**src/rtl/cursor_navigator.sv**
```systemverilog
// Cursor navigator for a 9x9 board. Button presses (with auto-repeat)
// move the cursor in the requested direction to the next cell whose
// visibility code is not 2'b11. The search takes one candidate per cycle.
module cursor_navigator #(
    parameter logic [2:0]  CARREGANDO    = 3'b010,
    parameter logic [2:0]  NAVEGAR       = 3'b011,
    parameter logic [23:0] REPEAT_DELAY  = 24'd12_500_000,
    parameter logic [23:0] REPEAT_PERIOD = 24'd2_500_000
) (
    input  logic         clk,
    input  logic         reset,
    input  logic [2:0]   current_state,
    input  logic         up_button,
    input  logic         down_button,
    input  logic         left_button,
    input  logic         right_button,
    input  logic [323:0] board,
    input  logic [161:0] visibilities,
    output logic [3:0]   row,
    output logic [3:0]   col,
    output logic [7:0]   index,
    output logic [3:0]   cell_value,
    output logic         busy,
    output logic         no_target
);

    typedef enum logic {IDLE, SEARCH} state_t;
    typedef enum logic [1:0] {DIR_UP, DIR_DOWN, DIR_LEFT, DIR_RIGHT} dir_t;

    state_t      state, next_state;
    dir_t        req_dir, dir;
    logic [3:0]  btn, btn_prev, press, req;
    logic        in_nav, in_load, held_one, same_held, fire;
    logic [23:0] rpt_cnt;
    logic [3:0]  cand_row, cand_col;
    logic [6:0]  steps, step_limit;
    logic [6:0]  cur_n, cand_n;
    logic        cand_ok;
    logic        start, commit, give_up, advance;
    logic [7:0]  first_rc, next_rc;

    // One step in direction d from (r,c); horizontal moves wrap across rows
    // (reading order over 81 cells), vertical moves wrap within the column.
    function automatic logic [7:0] step_rc(input dir_t d, input logic [3:0] r,
                                           input logic [3:0] c);
        logic [3:0] nr, nc;
        nr = r;
        nc = c;
        case (d)
            DIR_UP:   nr = (r == 4'd0) ? 4'd8 : r - 4'd1;
            DIR_DOWN: nr = (r == 4'd8) ? 4'd0 : r + 4'd1;
            DIR_LEFT: begin
                if (c == 4'd0) begin
                    nc = 4'd8;
                    nr = (r == 4'd0) ? 4'd8 : r - 4'd1;
                end else begin
                    nc = c - 4'd1;
                end
            end
            default: begin
                if (c == 4'd8) begin
                    nc = 4'd0;
                    nr = (r == 4'd8) ? 4'd0 : r + 4'd1;
                end else begin
                    nc = c + 4'd1;
                end
            end
        endcase
        return {nr, nc};
    endfunction

    assign btn       = {up_button, down_button, left_button, right_button};
    assign in_nav    = (current_state == NAVEGAR);
    assign in_load   = (current_state == CARREGANDO);
    assign press     = btn & ~btn_prev;
    assign held_one  = in_nav && $onehot(btn);
    assign same_held = (btn == btn_prev);
    assign fire      = held_one && same_held && (rpt_cnt == REPEAT_DELAY - 24'd1);
    assign req       = press | (fire ? btn : 4'b0000);

    assign cur_n      = 7'(row) * 7'd9 + 7'(col);
    assign cand_n     = 7'(cand_row) * 7'd9 + 7'(cand_col);
    assign index      = {cur_n, 1'b0};
    assign cand_ok    = (visibilities[{cand_n, 1'b0} +: 2] != 2'b11);
    assign step_limit = (dir == DIR_LEFT || dir == DIR_RIGHT) ? 7'd80 : 7'd8;
    assign first_rc   = step_rc(req_dir, row, col);
    assign next_rc    = step_rc(dir, cand_row, cand_col);
    assign busy       = (state == SEARCH);

    // Pick one direction out of simultaneous requests: up > down > left > right
    always_comb begin
        req_dir = DIR_RIGHT;
        if (req[3])      req_dir = DIR_UP;
        else if (req[2]) req_dir = DIR_DOWN;
        else if (req[1]) req_dir = DIR_LEFT;
    end

    // Previous button levels for edge detection
    always_ff @(posedge clk or posedge reset) begin
        if (reset) btn_prev <= 4'b0000;
        else       btn_prev <= btn;
    end

    // Auto-repeat counter: counts held cycles of a single steady direction
    always_ff @(posedge clk or posedge reset) begin
        if (reset)           rpt_cnt <= '0;
        else if (!held_one)  rpt_cnt <= '0;
        else if (!same_held) rpt_cnt <= 24'd1;
        else if (fire)       rpt_cnt <= REPEAT_DELAY - REPEAT_PERIOD;
        else                 rpt_cnt <= rpt_cnt + 24'd1;
    end

    // FSM state register
    always_ff @(posedge clk or posedge reset) begin
        if (reset) state <= IDLE;
        else       state <= next_state;
    end

    // FSM next state and per-cycle search decisions
    always_comb begin
        next_state = state;
        start      = 1'b0;
        commit     = 1'b0;
        give_up    = 1'b0;
        advance    = 1'b0;
        if (!in_nav) begin
            next_state = IDLE;
        end else begin
            case (state)
                IDLE: begin
                    if (|req) begin
                        start      = 1'b1;
                        next_state = SEARCH;
                    end
                end
                default: begin
                    if (cand_ok) begin
                        commit     = 1'b1;
                        next_state = IDLE;
                    end else if (steps == step_limit) begin
                        give_up    = 1'b1;
                        next_state = IDLE;
                    end else begin
                        advance    = 1'b1;
                    end
                end
            endcase
        end
    end

    // Search candidate and step count; only meaningful while searching
    always_ff @(posedge clk) begin
        if (start) begin
            dir                  <= req_dir;
            {cand_row, cand_col} <= first_rc;
            steps                <= 7'd1;
        end else if (advance) begin
            {cand_row, cand_col} <= next_rc;
            steps                <= steps + 7'd1;
        end
    end

    // Cursor outputs: forced on board load, updated by search results, held otherwise
    always_ff @(posedge clk or posedge reset) begin
        if (reset) begin
            row        <= 4'd0;
            col        <= 4'd0;
            cell_value <= 4'd0;
            no_target  <= 1'b0;
        end else if (in_load) begin
            row        <= 4'd0;
            col        <= 4'd0;
            cell_value <= board[3:0];
            no_target  <= 1'b0;
        end else if (in_nav) begin
            if (commit) begin
                row        <= cand_row;
                col        <= cand_col;
                cell_value <= board[{cand_n, 2'b00} +: 4];
                no_target  <= 1'b0;
            end else if (give_up) begin
                no_target  <= 1'b1;
            end else if (state == IDLE) begin
                cell_value <= board[{cur_n, 2'b00} +: 4];
            end
        end
    end

endmodule

```
**config.mk**
```make
export PLATFORM = sky130hd
export DESIGN_NAME = cursor_navigator
export DESIGN_NICKNAME = d
export VERILOG_FILES = /design/src/rtl/cursor_navigator.sv
export SDC_FILE = /design/constraint.sdc
export NUM_CORES = 1
export LEC_CHECK = 0
export ABC_AREA = 1
export CORE_AREA = 2 2 199 201
export CTS_CLUSTER_SIZE = 25
export DETAILED_ROUTE_END_ITERATION = 8
export DIE_AREA = 0 0 201 203
export PLACE_DENSITY = 0.55
export RECOVER_POWER = 25
export SYNTH_ARGS = -nofsm -noshare
export SYNTH_HDL_FRONTEND = slang
export SYNTH_SLANG_ARGS = --single-unit
```
**constraint.sdc**
```tcl
create_clock -name clk -period 8.8 [get_ports clk]
set_clock_uncertainty 0.15 [all_clocks]
set_input_delay 1.76 -clock clk [delete_from_list [all_inputs] [get_ports clk]]
set_output_delay 1.76 -clock clk [all_outputs]
set_load 0.02 [all_outputs]
```
==> reports/summary.txt, run 1 <==
Run status -> finished with violations
Violated checks -> capacitance limit, slew limit
Number of clock sinks -> 59
Net switching power -> 577 µW
CTS tree -> yes
Net count after synthesis -> 2141
Flop pwr share -> 0.215
Number of input and output port buffers inserted -> 515
Total length of routed wires -> 53.2 mm
Final critical-path share of the clock period -> 0.771
Yosys warns -> 0
Total internal power -> 869 µW
Quantity of gates resized following cts -> 0
Class of the most critical hold timing path -> reg2reg
Arrival time of data at the critical path endpoint -> 6860 ps
Portion of total power attributed to combinational logic -> 0.548
Ratio of cells with drive above 1 in the final layout -> 0.0299
Met3 usage -> 0.0390
Clock network latency to the later pin of the worst-skew pair -> 330 ps
Detail-routed via count per cell -> 5.08
Critical setup path kind -> reg2reg
Storage element area -> 1490 µm²
Number of buffers added by the clock tree synthesis step -> 9
Post-DR wirelength/cell -> 20.8 µm
Most frequent cell after synthesis -> sky130_fd_sc_hd__nand3_1
Number of global-route vias before repair -> 12500
Average cell area after synthesis -> 5.71 µm²
Number of nets with antenna violations after detailed routing -> 0
Library cell with the largest summed area after synthesis -> sky130_fd_sc_hd__nand3_1
Post-synthesis sequential area ratio -> 0.163
Critical Path Start Type -> flop
Max-cap violations -> 1
GRT overflow -> 0
Maximum buffer depth of the clock tree -> 2
Total area of multi-input combinational cells -> 6680 µm²
Peak Freq -> 147 MHz
Most used routing layer -> met2
Detailed Routing Iterations Pass 1 -> 5
Area growth from synthesis to final layout -> 61.6%
Number of enable-type register cells in the synthesized netlist -> 10
Hold Vio Cnt, Final -> 0
Worst vdd rail ir drop -> 0.0000965 V
Fraction of registers with async set/reset -> 0.712
DIE AREA -> 40800 µm²
Worst max-slew margin expressed relative to the limit -> -0.576
Global routing met1 resource utilization -> 0.340
Fin Setup TNS -> 0 ps
Rows -> 72
Initial Util -> 0.238
Weighted congestion reported at the end of routability-driven placement -> 0.959
Leakage power -> 6.27 nW
Met2 track demand over resource in global routing -> 0.418
Horizontal die dimension -> 201 µm
Global-route usage over all layers -> 0.249
Core region area -> 38500 µm²
#FFs+latches synth -> 59
Clk Tree Root Cell -> sky130_fd_sc_hd__clkbuf_16
Post-detailed-placement half-perimeter wirelength -> 41.8 mm
Slew of the pin with the lowest slew margin -> 2360 ps
Number of failing setup endpoints in the final timing report -> 0
Largest net degree at the start of global routing -> 104
Dominant register cell in the synthesized netlist -> sky130_fd_sc_hd__dfrtp_1
Worst setup EP type -> flop
Total via count after detailed routing -> 13000
Net switching fraction of the power -> 0.399
Synth cell types -> 56
Critical Path RT -> 8870 ps
Top cells by count, synth -> sky130_fd_sc_hd__nand3_1, sky130_fd_sc_hd__nand2_1, sky130_fd_sc_hd__inv_1, sky130_fd_sc_hd__a21oi_1, sky130_fd_sc_hd__nor2_1
DP Area -> 14500 µm²
Clk pin slew, worst setup/hold paths -> 60 ps
Number of antenna violations at the first check in global routing -> 4
Area of all placed cells without fillers -> 14800 µm²
DRC Markers -> 0
Worst-path maximum fanout -> 103
Nets@finish -> 2576
RSZ-0062 raised after global routing -> false
Post-route minimum period -> 6790 ps
Ratio of total power to cell area -> 97.8 nW/µm²
Filler cell count in the final layout -> 4141
Wire length of the first global-routing pass -> 78.5 mm
Cell area after synthesis -> 9150 µm²
Initial DRC count -> 1261
Clock network fraction of total power -> 0.237
Main area contributors after synthesis -> sky130_fd_sc_hd__nand3_1, sky130_fd_sc_hd__nand2_1, sky130_fd_sc_hd__dfrtp_1
Die extent in y -> 203 µm
Cts-stage hold buffer count -> 0
Setup repair bufs after CTS -> 0
I/O Pins -> 517
Synthesized instance count -> 1602
Share of Yosys cell area claimed by the top area cell type -> 0.268
Count of final max-slew check failures -> 43
Number of levels the H-tree was split into -> 3
-- power by group through the flow --
stage               registers [mW]  logic [mW]  clock network, mW
global route                 0.313       0.866              0.364
floorplan                    0.314       0.394                  0
finish                       0.311       0.792              0.343
global placement             0.317       0.786                  0
CTS                          0.312       0.793              0.348
detailed placement           0.316       0.788                  0
-- flip-flops by register name, indices dropped and copies added (netlist names) --
register	cells
cand_row	4
row	4
cell_value	4
steps	7
btn_prev	4
dir	2
busy	1
cand_col	4
rpt_cnt	24
no_target	1
col	4
-- final cells by class --
class                           instances  share of cell area
Tap cell                              518              0.0439
Inverter                              115              0.0292
Clock inverter                          3             0.00152
Clock buffer                           12              0.0181
Sequential cell                        59               0.101
Antenna cell                            2            0.000339
Multi-Input combinational cell       1326               0.452
Timing Repair Buffer                  526               0.354
-- cells by family (layout without fill, tap and decap cells) --
| group | after synthesis | in the layout | synth area share |
|---|---|---|---|
| xor+xnor | 13 | 13 | 0.0133 |
| buf+inv | 217 | 656 | 0.108 |
| simple gates | 1093 | 1093 | 0.545 |
| other cells | 1 | 3 | 0.000410 |
| fa+ha+maj | 44 | 44 | 0.0627 |
| flops | 59 | 59 | 0.163 |
| compound gates | 174 | 174 | 0.106 |
| mux | 1 | 1 | 0.00109 |
-- critical path, stage by stage, from the launching register on --
cell	delay (ps)
sky130_fd_sc_hd__edfxtp_1	480
sky130_fd_sc_hd__ha_1	330
sky130_fd_sc_hd__ha_1	230
sky130_fd_sc_hd__fa_1	940
sky130_fd_sc_hd__inv_1	450
sky130_fd_sc_hd__nand3_1	200
sky130_fd_sc_hd__nand3_1	90
sky130_fd_sc_hd__nand2_1	90
sky130_fd_sc_hd__nand2_1	50
sky130_fd_sc_hd__nand3_1	90
sky130_fd_sc_hd__nand3_1	110
sky130_fd_sc_hd__nand3_4	140
sky130_fd_sc_hd__nand3_4	200
sky130_fd_sc_hd__nand2_4	670
sky130_fd_sc_hd__nand2_4	770
sky130_fd_sc_hd__buf_4	580
sky130_fd_sc_hd__nand2_1	120
sky130_fd_sc_hd__nand3_1	80
sky130_fd_sc_hd__nand3_1	120
sky130_fd_sc_hd__nand3_1	100
sky130_fd_sc_hd__nand2_1	110
sky130_fd_sc_hd__nand2_1	60
sky130_fd_sc_hd__a21oi_1	170
sky130_fd_sc_hd__nand2_1	80
sky130_fd_sc_hd__nand2_1	50
sky130_fd_sc_hd__nand2_1	50
-- path summary, 6_finish.rpt --
path,startpoint,endpoint,slack (ps),cells after the start
setup / recovery,cand_row[1],cell_value[2],2010,25
setup reg to reg,cand_row[1],cell_value[2],2010,25
min in group asynchronous,reset,btn_prev[0],2590,3
hold / removal,rpt_cnt[22],rpt_cnt[22],340,1
hold reg to reg,rpt_cnt[22],rpt_cnt[22],340,1
max in group asynchronous,reset,rpt_cnt[23],4550,3
-- layout by cell type (no fill, tap or decap), types with 3 or more instances in the layout --
master and instances:
sky130_fd_sc_hd__a21oi_1 100, sky130_fd_sc_hd__a31oi_1 3, sky130_fd_sc_hd__buf_4 10, sky130_fd_sc_hd__clkbuf_16 10, sky130_fd_sc_hd__clkdlybuf4s50_1 510, sky130_fd_sc_hd__clkinvlp_4 3
sky130_fd_sc_hd__dfrtp_1 42, sky130_fd_sc_hd__dfxtp_1 7, sky130_fd_sc_hd__dlygate4sd3_1 5, sky130_fd_sc_hd__edfxtp_1 10, sky130_fd_sc_hd__fa_1 3, sky130_fd_sc_hd__ha_1 41
sky130_fd_sc_hd__inv_1 103, sky130_fd_sc_hd__inv_2 12, sky130_fd_sc_hd__nand2_1 434, sky130_fd_sc_hd__nand2_2 4, sky130_fd_sc_hd__nand2_4 3, sky130_fd_sc_hd__nand3_1 490
sky130_fd_sc_hd__nand3b_1 17, sky130_fd_sc_hd__nand4_1 12, sky130_fd_sc_hd__nor2_1 87, sky130_fd_sc_hd__nor2_2 4, sky130_fd_sc_hd__nor3_1 16, sky130_fd_sc_hd__nor3b_1 5
sky130_fd_sc_hd__nor4_1 6, sky130_fd_sc_hd__o211ai_1 4, sky130_fd_sc_hd__o21ai_0 30, sky130_fd_sc_hd__o21ai_1 5, sky130_fd_sc_hd__o22ai_1 10, sky130_fd_sc_hd__o31ai_1 4
sky130_fd_sc_hd__or2_2 4, sky130_fd_sc_hd__xnor2_1 3, sky130_fd_sc_hd__xor2_1 9
-- stage by stage --
stage	instances	worst slack, ps	util	power (mW)	hold slack, ps
2_1_floorplan	1602	3580	-	0.708	302
3_3_place_gp	2544	1930	0.377	1.10	327
3_5_place_dp	2544	1830	0.377	1.10	335
4_1_cts	2559	2060	0.384	1.45	342
5_1_grt	2561	1460	0.384	1.54	355
6_report	2561	2010	0.384	1.45	342
-- metal layers --
metal / wire (µm) / share of wire
met2: 25400 / 0.48
met1: 23500 / 0.44
met5: 13 / 0.00024
met3: 3600 / 0.068
met4: 729 / 0.014
Note: power is estimated with default switching activity, not from simulation.
==> run 2, diff against run 1 <==
--- a/config.mk
+++ b/config.mk
@@ -6,11 +6,11 @@
 export NUM_CORES = 1
 export LEC_CHECK = 0
 export ABC_AREA = 1
-export CORE_AREA = 2 2 199 201
+export CORE_AREA = 2 2 200 202
 export CTS_CLUSTER_SIZE = 25
 export DETAILED_ROUTE_END_ITERATION = 8
-export DIE_AREA = 0 0 201 203
-export PLACE_DENSITY = 0.55
+export DIE_AREA = 0 0 202 204
+export PLACE_DENSITY = 0.57
 export RECOVER_POWER = 25
 export SYNTH_ARGS = -nofsm -noshare
 export SYNTH_HDL_FRONTEND = slang
==> constraint.sdc (replaced) <==
create_clock -name clk -period 5.7 [get_ports clk]
set_clock_uncertainty 0.15 [all_clocks]
set_input_delay 1.14 -clock clk [delete_from_list [all_inputs] [get_ports clk]]
set_output_delay 1.14 -clock clk [all_outputs]
set_load 0.02 [all_outputs]
==> run 2 against run 1 <==
  * The run still ends with capacitance limit, slew limit left
  * Count of clock-buffer cells in the layout decreased by 3
  * Die area rose by 0.99%
  * Clock power up 65%
  * Register-to-register slack got worse by 1600 ps
  * Total power is 58% higher
  * Worst setup slack worse by 1600 ps
  * Sequential share of layout area fell by 0.11 points
  * Cell area grew 1.1%
==> reports/summary.txt, run 2 (synthesized netlist as in run 1, its figures left out) <==
Run status -> finished with violations
Violated checks -> capacitance limit, slew limit
Post-detailed-placement half-perimeter wirelength -> 41.2 mm
Clk pin slew, worst setup/hold paths -> 60 ps
Detailed Routing Iterations Pass 1 -> 5
Peak Freq -> 188 MHz
Clk Tree Root Cell -> sky130_fd_sc_hd__clkbuf_16
Final critical-path share of the clock period -> 0.932
Maximum buffer depth of the clock tree -> 2
CTS tree -> yes
Weighted congestion reported at the end of routability-driven placement -> 0.925
Critical setup path kind -> reg2reg
Rows -> 73
DIE AREA -> 41200 µm²
Largest registers in the final layout -> rpt_cnt x24, steps x7
Total area of multi-input combinational cells -> 6680 µm²
Initial Util -> 0.233
Cts-stage hold buffer count -> 0
Post-DR wirelength/cell -> 20.0 µm
Hold Vio Cnt, Final -> 0
Fin util -> 0.381
Global-route usage over all layers -> 0.241
Filler cell count in the final layout -> 4205
Number of antenna violations at the first check in global routing -> 5
Detail-routed via count per cell -> 5.02
Leading cell type in the layout, fill and taps excluded -> sky130_fd_sc_hd__clkdlybuf4s50_1
Leakage power -> 6.37 nW
Power, Total -> 2.28 mW
Launch point of the worst path -> cand_row[1]
Worst setup EP type -> flop
Slew of the pin with the lowest slew margin -> 2370 ps
End of the worst register-to-register path -> cell_value[3]
Final Hold Slack -> 338 ps
DP Area -> 14600 µm²
DRC Markers -> 0
Wire length of the first global-routing pass -> 77.2 mm
RSZ-0062 raised after global routing -> false
Number of failing setup endpoints in the final timing report -> 0
Number of cell instances on the worst register-to-register path -> 24
Critical Path Start Type -> flop
Most frequent cells in the layout -> sky130_fd_sc_hd__clkdlybuf4s50_1, sky130_fd_sc_hd__nand3_1, sky130_fd_sc_hd__nand2_1, sky130_fd_sc_hd__inv_1, sky130_fd_sc_hd__a21oi_1
Largest net degree at the start of global routing -> 161
Class of the most critical hold timing path -> reg2reg
Number of input and output port buffers inserted -> 515
Quantity of gates resized following cts -> 0
Arrival time of data at the critical path endpoint -> 5380 ps
Number of global-route vias before repair -> 12600
GRT overflow -> 0
Number of nets with antenna violations after detailed routing -> 0
Nets@finish -> 2590
Critical Path RT -> 5770 ps
Destination of the critical timing path -> cell_value[3]
Post-route minimum period -> 5310 ps
Area of all placed cells without fillers -> 14900 µm²
Top reg by flops -> rpt_cnt
Fin Setup TNS -> 0 ps
Met2 track demand over resource in global routing -> 0.398
Global routing met1 resource utilization -> 0.324
Cells after DPL -> 2565
Setup repair bufs after CTS -> 0
Max-cap violations -> 1
Worst vdd rail ir drop -> 0.000137 V
Worst-path maximum fanout -> 21
I/O Pins -> 517
Post-layout instance count excluding filler cells -> 2583
Storage element area -> 1490 µm²
Worst setup slack for register-to-register paths -> 390 ps
Worst max-slew margin expressed relative to the limit -> -0.577
Total length of routed wires -> 51.7 mm
Number of buffers added by the clock tree synthesis step -> 9
Origin of the critical flop-to-flop path -> cand_row[1]
Count of final max-slew check failures -> 43
Ratio of total power to cell area -> 153 nW/µm²
Area growth from synthesis to final layout -> 63.4%
Setup WS post-layout -> 388 ps
Clock network latency to the later pin of the worst-skew pair -> 330 ps
Number of levels the H-tree was split into -> 3
Die extent in y -> 204 µm
Most used routing layer -> met2
Met3 usage -> 0.0440
Number of clock sinks -> 59
Ratio of cells with drive above 1 in the final layout -> 0.0375
Max reg flops -> 24
Horizontal die dimension -> 202 µm
Initial DRC count -> 1415
Setup WS pre-CTS -> 185 ps
Core region area -> 39200 µm²
Total via count after detailed routing -> 13000
## run 2: per-layer routing
metal  up-vias  part of all wire
met5         -           0.00066
met4         6             0.024
met3        70             0.075
met2       510              0.47
met1      6021              0.44
li1       6349                 -
## run 2: worst min path at each step
stage / slack [ps] / endpoint / startpoint / cells after the start
final: 340 / cell_value[3] / cell_value[3] / 2
after global routing: 370 / cell_value[3] / cell_value[3] / 2
after floorplan: 300 / rpt_cnt[0] / rpt_cnt[0] / 1
after detailed placement: 320 / cell_value[0] / cell_value[0] / 2
after CTS: 350 / steps[2] / steps[2] / 2
after global placement: 320 / cell_value[3] / cell_value[3] / 2
## run 2: where the power goes
part | switching [mW] | internal, mW | leakage, nW
Combinational | 0.669 | 0.575 | 5.50
Sequential | 0.0212 | 0.448 | 0.720
Clock | 0.220 | 0.346 | 0.149
Total | 0.910 | 1.37 | 6.37
## run 2: layout make-up
class,count,share of cell area
Sequential cell,59,0.0998
Multi-Input combinational cell,1326,0.447
Clock buffer,9,0.0151
Antenna cell,2,0.000335
Clock inverter,7,0.00544
Inverter,115,0.0289
Timing Repair Buffer,540,0.360
Tap cell,525,0.0440
## run 2: critical path, cell delays in order, from the launching register on
cell	delay [ps]
sky130_fd_sc_hd__edfxtp_1	490
sky130_fd_sc_hd__ha_1	340
sky130_fd_sc_hd__ha_1	240
sky130_fd_sc_hd__fa_1	440
sky130_fd_sc_hd__xnor2_2	550
sky130_fd_sc_hd__inv_2	230
sky130_fd_sc_hd__nand3_1	150
sky130_fd_sc_hd__nand3_1	80
sky130_fd_sc_hd__nand3_1	90
sky130_fd_sc_hd__nand3_1	140
sky130_fd_sc_hd__nand3_4	180
sky130_fd_sc_hd__nand3_4	230
sky130_fd_sc_hd__nand2_2	160
sky130_fd_sc_hd__nand2_4	80
sky130_fd_sc_hd__inv_2	320
sky130_fd_sc_hd__buf_4	360
sky130_fd_sc_hd__nand3_1	170
sky130_fd_sc_hd__nand3_1	100
sky130_fd_sc_hd__nand3_1	110
sky130_fd_sc_hd__nand2_1	120
sky130_fd_sc_hd__nand2_1	60
sky130_fd_sc_hd__a21oi_1	180
sky130_fd_sc_hd__nand2_1	80
sky130_fd_sc_hd__nand2_1	60
sky130_fd_sc_hd__nand2_1	50
